--- config.mk ---
export PLATFORM = sky130hd
export DESIGN_NAME = mul_share_arbiter
export DESIGN_NICKNAME = d
export VERILOG_FILES = /design/src/rtl/mul_share_arbiter.sv
export SDC_FILE = /design/constraint.sdc
export NUM_CORES = 1
export LEC_CHECK = 0
export ABC_CLOCK_PERIOD_IN_PS = 2830
export CELL_PAD_IN_SITES_DETAIL_PLACEMENT = 0
export CELL_PAD_IN_SITES_GLOBAL_PLACEMENT = 1
export CORE_MARGIN = 5
export CORE_UTILIZATION = 16
export CTS_CLUSTER_DIAMETER = 100
export DETAILED_ROUTE_END_ITERATION = 10
export PLACE_DENSITY_LB_ADDON = 0.05
export SKIP_CTS_REPAIR_TIMING = 1
export SLEW_MARGIN = 40
export SYNTH_ARGS = -nofsm -noshare
export SYNTH_HDL_FRONTEND = slang
export SYNTH_SLANG_ARGS = --single-unit
export TNS_END_PERCENT = 30
--- constraint.sdc ---
create_clock -name clk -period 2.83 [get_ports clk]
set_clock_uncertainty 0.1 [all_clocks]
set_input_delay 0.4245 -clock clk [delete_from_list [all_inputs] [get_ports clk]]
set_output_delay 0.4245 -clock clk [all_outputs]
set_load 0.02 [all_outputs]
--- src/rtl/mul_share_arbiter.sv ---
// Round-robin scheduler that shares one fixed-latency pipelined 16x16 multiplier
// among NUM_REQ requesters and steers each result back to its owner via a tag pipeline.
module mul_share_arbiter #(
    parameter int NUM_REQ = 4,
    parameter int ID_W    = 2,
    parameter int LATENCY = 2
) (
    input  logic                    clk,
    input  logic                    reset,
    input  logic [NUM_REQ-1:0]      req_valid,
    input  logic [16*NUM_REQ-1:0]   req_in0,
    input  logic [16*NUM_REQ-1:0]   req_in1,
    output logic [NUM_REQ-1:0]      req_ready,
    output logic [15:0]             mul_in0,
    output logic [15:0]             mul_in1,
    output logic                    mul_valid_in,
    input  logic [15:0]             mul_out,
    output logic [NUM_REQ-1:0]      resp_valid,
    output logic [15:0]             resp_data,
    output logic [ID_W:0]           inflight
);

    logic [ID_W-1:0] rr_ptr_reg;
    logic [ID_W-1:0] rr_ptr_next;
    logic            grant_found;
    logic            grant_valid;
    logic [ID_W-1:0] grant_id;
    logic [15:0]     op0 [NUM_REQ];
    logic [15:0]     op1 [NUM_REQ];

    logic            tag_valid_reg [LATENCY];
    logic [ID_W-1:0] tag_id_reg    [LATENCY];
    logic [ID_W:0]   inflight_reg;
    logic            resp_fire;

    function automatic logic [ID_W-1:0] wrap_idx(input logic [ID_W-1:0] base, input int k);
        int s;
        s = int'(base) + k;
        if (s >= NUM_REQ)
            s = s - NUM_REQ;
        return ID_W'(s);
    endfunction

    genvar gi;
    generate
        for (gi = 0; gi < NUM_REQ; gi++) begin : g_unpack
            assign op0[gi] = req_in0[16*gi +: 16];
            assign op1[gi] = req_in1[16*gi +: 16];
        end
    endgenerate

    // First valid requester at or after rr_ptr, wrapping around.
    always_comb begin
        grant_found = 1'b0;
        grant_id    = '0;
        for (int k = 0; k < NUM_REQ; k++) begin
            if (!grant_found && req_valid[wrap_idx(rr_ptr_reg, k)]) begin
                grant_found = 1'b1;
                grant_id    = wrap_idx(rr_ptr_reg, k);
            end
        end
    end

    // Grants are suppressed while in reset so nothing is issued into a flushed pipe.
    assign grant_valid  = grant_found & ~reset;
    assign req_ready    = grant_valid ? (NUM_REQ'(1) << grant_id) : '0;
    assign mul_valid_in = grant_valid;
    assign mul_in0      = grant_valid ? op0[grant_id] : 16'h0000;
    assign mul_in1      = grant_valid ? op1[grant_id] : 16'h0000;

    always_comb begin
        rr_ptr_next = rr_ptr_reg;
        if (grant_valid) begin
            if (grant_id == ID_W'(NUM_REQ - 1))
                rr_ptr_next = '0;
            else
                rr_ptr_next = grant_id + 1'b1;
        end
    end

    always_ff @(posedge clk) begin
        if (reset)
            rr_ptr_reg <= '0;
        else
            rr_ptr_reg <= rr_ptr_next;
    end

    generate
        for (gi = 0; gi < LATENCY; gi++) begin : g_tag
            always_ff @(posedge clk) begin
                if (reset) begin
                    tag_valid_reg[gi] <= 1'b0;
                    tag_id_reg[gi]    <= '0;
                end else if (gi == 0) begin
                    tag_valid_reg[gi] <= grant_valid;
                    tag_id_reg[gi]    <= grant_id;
                end else begin
                    tag_valid_reg[gi] <= tag_valid_reg[(gi == 0) ? 0 : gi-1];
                    tag_id_reg[gi]    <= tag_id_reg[(gi == 0) ? 0 : gi-1];
                end
            end
        end
    endgenerate

    // Last tag stage lines up with mul_out for the op issued LATENCY cycles earlier.
    assign resp_fire = tag_valid_reg[LATENCY-1];

    generate
        for (gi = 0; gi < NUM_REQ; gi++) begin : g_resp
            assign resp_valid[gi] = resp_fire && (tag_id_reg[LATENCY-1] == ID_W'(gi));
        end
    endgenerate

    assign resp_data = mul_out;

    always_ff @(posedge clk) begin
        if (reset)
            inflight_reg <= '0;
        else if (grant_valid && !resp_fire)
            inflight_reg <= inflight_reg + 1'b1;
        else if (!grant_valid && resp_fire)
            inflight_reg <= inflight_reg - 1'b1;
    end

    assign inflight = inflight_reg;

endmodule

Word level (Yosys, flattened, before mapping) --
Memory sizes are Yosys's and may differ from the RTL's. Index checks and enable logic that the tools add are counted.
Storage, ports and cells: bits in registers 5, RAM bits 6, bits of input ports 150, output and inout bits 60, logic and storage cells 90, memories kept 2
Memory list:
- tag_id_reg | depth 2, bits a word 2, rd ports 2, clocked after memory_dff 0, wr ports 2, RTL line 32 | logic [ID_W-1:0] tag_id_reg [LATENCY];
- tag_valid_reg | depth 2, bits a word 1, rd ports 2, clocked after memory_dff 0, wr ports 2, RTL line 31 | logic tag_valid_reg [LATENCY];
Cells by class: add/subtract/negate cells 10, magnitude comparators 9, equality and inequality tests 4, shift-type cells 1, multiplexer cells 39, bitwise logic cells 7, reductions and logical operators 16
Operator list (number):
- $mux W16 | 6
- $bmux W16 S2 | 2
- $mux W2 | 11
- $mux W1 | 13
- $ge A3 B3 Y1 const B | 4
- $lt A2 B3 Y1 const B | 4
- $logic_and A1 B1 Y1 | 9
- $bmux W1 S2 | 4
- $sub A2 B1 Y2 const B | 4
- $add A2 B2 Y3 const B | 2
- $eq A2 B2 Y1 const B | 3
- $mux W3 | 2
- $logic_not A1 Y1 | 5
- $mux W4 | 1
- $or A1 B1 Y1 | 4
- $shl A1 B2 Y4 const A | 1
- $add A2 B1 Y3 const B | 1
- $add A3 B1 Y3 const B | 1
- $ge A2 B3 Y1 const B | 1
- $not A2 Y3 | 1
- $sub A3 B1 Y3 const B | 1
- $add A2 B1 Y2 const B | 1
- $eq A2 B1 Y1 const B | 1
- $logic_not A2 Y1 | 1
- 3 further kinds | 3

Depth between registers and ports, before layout --
depth after elaboration 19, gate-level depth with buffers 8, depth with buffers taken out 8

Least setup slack after synthesis --
No wires, ideal clock.
path kind input port to flip-flop, from input req_valid[1], to register inflight_reg[2], in the netlist inflight[2], library setup time 0.071 ns, arrival time 2.235 ns, data required time 2.659 ns, path slack 0.424 ns, cell stages on the path 8, path buffers 0, cells stage by stage nor4_4 -> nor2_1 -> ha_1 -> inv_1 -> fa_1 -> xor2_1 -> or3_1 -> a21oi_1
On the way: cells in the longest elaborated chain, start to end 16, elaborated cells between the ends (all ways) 24, classes of those cells 13 x mux; 1 x bitwise; 10 x reduce/logical
Ends and longest elaborated chain:
- from (decl) | RTL line 10 | input logic [NUM_REQ-1:0] req_valid,
- $bmux W1 S2 | RTL line 57 | if (!grant_found && req_valid[wrap_idx(rr_ptr_reg, k)]) begin
- $mux W1 (implied by the code) | RTL line 57
- $mux W1 | RTL line 57
- $logic_not A1 Y1 | RTL line 57
- $logic_and A1 B1 Y1 | RTL line 57
- $mux W1 | RTL line 57
- $logic_not A1 Y1 | RTL line 57
- $logic_and A1 B1 Y1 | RTL line 57
- $mux W1 | RTL line 57
- $logic_not A1 Y1 | RTL line 57
- $logic_and A1 B1 Y1 | RTL line 57
- $mux W1 (*) | RTL line 57
- $and A1 B1 Y1 (*) | RTL line 65 | assign grant_valid = grant_found & ~reset;
- via mul_valid_in | RTL line 16 | output logic mul_valid_in,
- $logic_not A1 Y1 | RTL line 121 | else if (!grant_valid && resp_fire)
- $logic_and A1 B1 Y1 | RTL line 121
- $reduce_bool A2 Y1 (no source line)
- to (signal assigned) | RTL line 120 | inflight_reg <= inflight_reg + 1'b1;
- to (signal assigned) | RTL line 122 | inflight_reg <= inflight_reg - 1'b1;
- to (decl) | RTL line 33 | logic [ID_W:0] inflight_reg;
Mark *: on every way through the listed nets, which the timed path passes. The rest lies on a longest branch. The select of a mux whose other input is x is not followed. A chain may end at the register's enable or synchronous reset.

Final worst setup path --
from input req_valid[1], to output req_ready[2]
On the way: cells in the longest elaborated chain, start to end 14, elaborated cells between the ends (all ways) 25, classes of those cells 1 x shift; 17 x mux; 1 x bitwise; 6 x reduce/logical
Ends and longest elaborated chain:
- $bmux W1 S2 | RTL line 57
- $mux W1 (implied by the code) | RTL line 57
- $mux W1 | RTL line 57
- $logic_not A1 Y1 | RTL line 57
- $logic_and A1 B1 Y1 | RTL line 57
- $mux W1 | RTL line 57
- $logic_not A1 Y1 | RTL line 57
- $logic_and A1 B1 Y1 | RTL line 57
- $mux W1 | RTL line 57
- $logic_not A1 Y1 | RTL line 57
- $logic_and A1 B1 Y1 | RTL line 57
- $mux W2 or $mux W1 (tied branches) | RTL line 57
- $shl A1 B2 Y4 or $and A1 B1 Y1 (tied branches) | RTL line 66, 65
- $mux W4 (*) | RTL line 66 | assign req_ready = grant_valid ? (NUM_REQ'(1) << grant_id) : '0;
- to (decl) | RTL line 13 | output logic [NUM_REQ-1:0] req_ready,
Mark *: on every way between the ends. The rest lies on a longest branch, timed or not. The select of a mux whose other input is x is not followed.

==> flow_summary.yaml <==
routing:
  ant_nets: 0
  wl_mm: 8.36
  drc: 0
  drt_iter0_markers: 63
  wl_per_cell_um: 16.8
  avgViaCountPerCell: 4.13
  via_count: 2059
  firstDrtPassIters: 4
global_route:
  antenna_found_initial: 0
  grt_max_degree: 42
  grt_overflow_total: 0
  track_usage_pct: 12.1
  grt_pass1_vias: 2240
  grt_pass1_wl_mm: 12.4
critical_path:
  reg2reg_slack_ps: 820
  cp_max_fo: 27
  crit_arrival_ps: 2230
  cp_slowest_cell: "clkdlybuf4s50_1"
  r2r-end: "rr_ptr_reg[0]"
  cpPeakStageDelay_ps: 480
  critPathKind: "in -> out"
  end_kind: "output port"
  startpoint_type: "input port"
  reg2regPathDepth: 8
  worst-endpoint-required_ps: 2310
  crit_chain: "clkdlybuf4s50_1 > buf_4 > a21oi_2 > nor3_4 > buf_4 > buf_12 > inv_2 > ha_1 > and2_1 > dlymetal6s2s_1"
  worstPathBufferInverterCount: 6
  crit_path_frequent_cell: "buf_4"
  timing.rr.start: "rr_ptr_reg[1]"
  cp_top_family: "buffers and inverters"
finish:
  largest_register_ffs: 4
  antenna_cells: 0
  fin_util_pct: 36.0
  stdcell_count: 498
  layout-drive-gt1-share_pct: 11.9
  syn_to_final_growth_pct: 120
  final_nets: 519
logic_synthesis:
  syn_inst: 191
  synth_mux_area_share_pct: 39.9
  synth_area_leaders: "mux2i_1 (40%), dfxtp_1 (13%), o22ai_1 (12%)"
  yosysTopAreaCell: "mux2i_1"
  synthAdderAreaFrac_pct: 4.91
  ys_seq_area_share_pct: 13.1
  ys_seq_elements: 11
  synth_edf_count: 0
  synth-simple-area-share_pct: 10.5
  yosys.area.top_type_share_pct: 39.9
  syn_nets: 347
  async_reset_ff_share_pct: 0
  synth_top_family_by_area: "multiplexers"
  syn_area_sq_mm: 0.00168
  yosys-top-cells-count: "mux2i_1 (67), o22ai_1 (32), buf_4 (18)"
  synthXorXnorAreaFrac_pct: 1.04
  yosys_warnings: 0
  synth-compound-area-share_pct: 14.7
  syn_area_per_cell_sq_um: 8.80
  ys_types: 31
  synth_ff_type: "dfxtp_1"
  yosys.cell_count.top_type: "mux2i_1"
sta:
  hold_violations: 0
  fmax_mhz: 363
  worst_slew_pin_slew_ps: 262
  rsz0062_at_grt: "yes"
  fin_crit_ps: 2760
  relSlewSlack_pct: 82.5
  timing.final.crit_share_pct: 97.5
  setup_viol: 0
  finalMaxSlewViolations: 0
floorplan:
  io_pins: 210
  coreArea_sq_mm: 0.0103
  die_y_um: 113
  die_area_sq_mm: 0.0127
  rows: 37
  die_w_um: 113
  start_util_pct: 16.4
pwr:
  power.leakage_nw: 1.89
  pwr_density_cell_mw_per_mm2: 370
  peakVddDrop_uv: 134
cts:
  clock_sinks: 11
  cts_htree_levels: 1
  cts_tree: "built"
  cts_buffer_depth: 2
  cts_buffers: 3
  cts_root_buf: "clkbuf_8"
  clkTransAtPathRegs_ps: 50
  insertion_delay_ps: 230
outcome:
  status: "finished clean"
placement:
  dp_hpwl_mm: 6.85
  dp.cells: 490
  gp_congestion: 0.761
  port-buffer-count: 177
min_path:
  whs_path_depth: 1
  min_to: "tag_id_reg[1][0]"
  hp-class: "reg -> reg"
  min_from: "tag_id_reg[0][0]"
job:
  drv_cap: 0
-- cell families after synthesis --
kind of cell / after synthesis
xor gates and xnor gates: 2
and+or+nand+nor: 29
muxes: 67
adders and majority gates: 6
AOI/OAI and AO/OA: 40
buffers and inverters: 36
DFF: 11
-- layout make-up --
class	count	area (sq um)
Fill cell	1079	6580
Tap cell	136	170
Timing Repair Buffer	197	2030
Sequential cell	11	220
Clock buffer	4	45.0
Multi-Input combinational cell	144	1210
Inverter	6	22.5
-- per-stage QoR --
stage               TNS [ps]  total power [mW]  hold slack [ps]  instance area, sq um  worst slack, ps
floorplan                  0             0.787              314                  1680              424
global placement      -13460              1.23              329                  3550             -439
detailed placement    -14550              1.23              325                  3550             -480
CTS                   -14810              1.39              336                  3590             -494
global route            -102              1.47              359                  3700            -32.7
finish                     0              1.37              332                  3700             72.1
-- power breakdown --
part | switching (mW) | internal, mW
registers | 0.0193 | 0.177
logic | 0.460 | 0.560
clock network | 0.0543 | 0.0985
total | 0.534 | 0.835
-- layer usage --
| layer | track usage (%) | vias to the layer above | wire [um] |
|---|---|---|---|
| li1 | - | 1035 | - |
| met1 | 13.6 | 907 | 3160 |
| met2 | 21.0 | 107 | 4160 |
| met3 | 5.44 | 10 | 887 |
| met4 | 2.96 | 0 | 149 |
| met5 | 0 | - | 0 |
-- how the worst max path moves through the flow --
| stage | from | endpoint | slack (ps) | cells after the start |
|---|---|---|---|---|
| 2_1_floorplan | req_valid[1] | inflight[2] | 420 | 8 |
| 6_report | req_valid[1] | req_ready[2] | 70 | 10 |
| 3_5_place_dp | req_valid[0] | mul_in1[10] | -480 | 8 |
| 5_1_grt | req_valid[1] | mul_in1[9] | -30 | 9 |
| 3_3_place_gp | req_valid[0] | mul_in0[4] | -440 | 8 |
| 4_1_cts | req_valid[0] | mul_in1[10] | -490 | 8 |
-- cells in the final DEF, fill, tap and decap left out, drive strengths merged --
| cell | count |
|---|---|
| clkdlybuf4s50 | 138 |
| mux2i | 67 |
| o22ai | 32 |
| dlymetal6s2s | 30 |
| buf | 21 |
| clkbuf | 12 |
| dfxtp | 11 |
| nor2 | 9 |
| inv | 6 |
| ha | 5 |
| a21oi | 5 |
| nand2 | 5 |
| and2 | 4 |
| nor2b | 3 |
| xor2 | 2 |
| or3 | 2 |
| nor3 | 2 |
| nor4 | 1 |
| o21a | 1 |
| o22a | 1 |
| nand2b | 1 |
| and3 | 1 |
| nor3b | 1 |
| o21ai | 1 |
| fa | 1 |
Note: power is estimated with default switching activity, not from simulation.
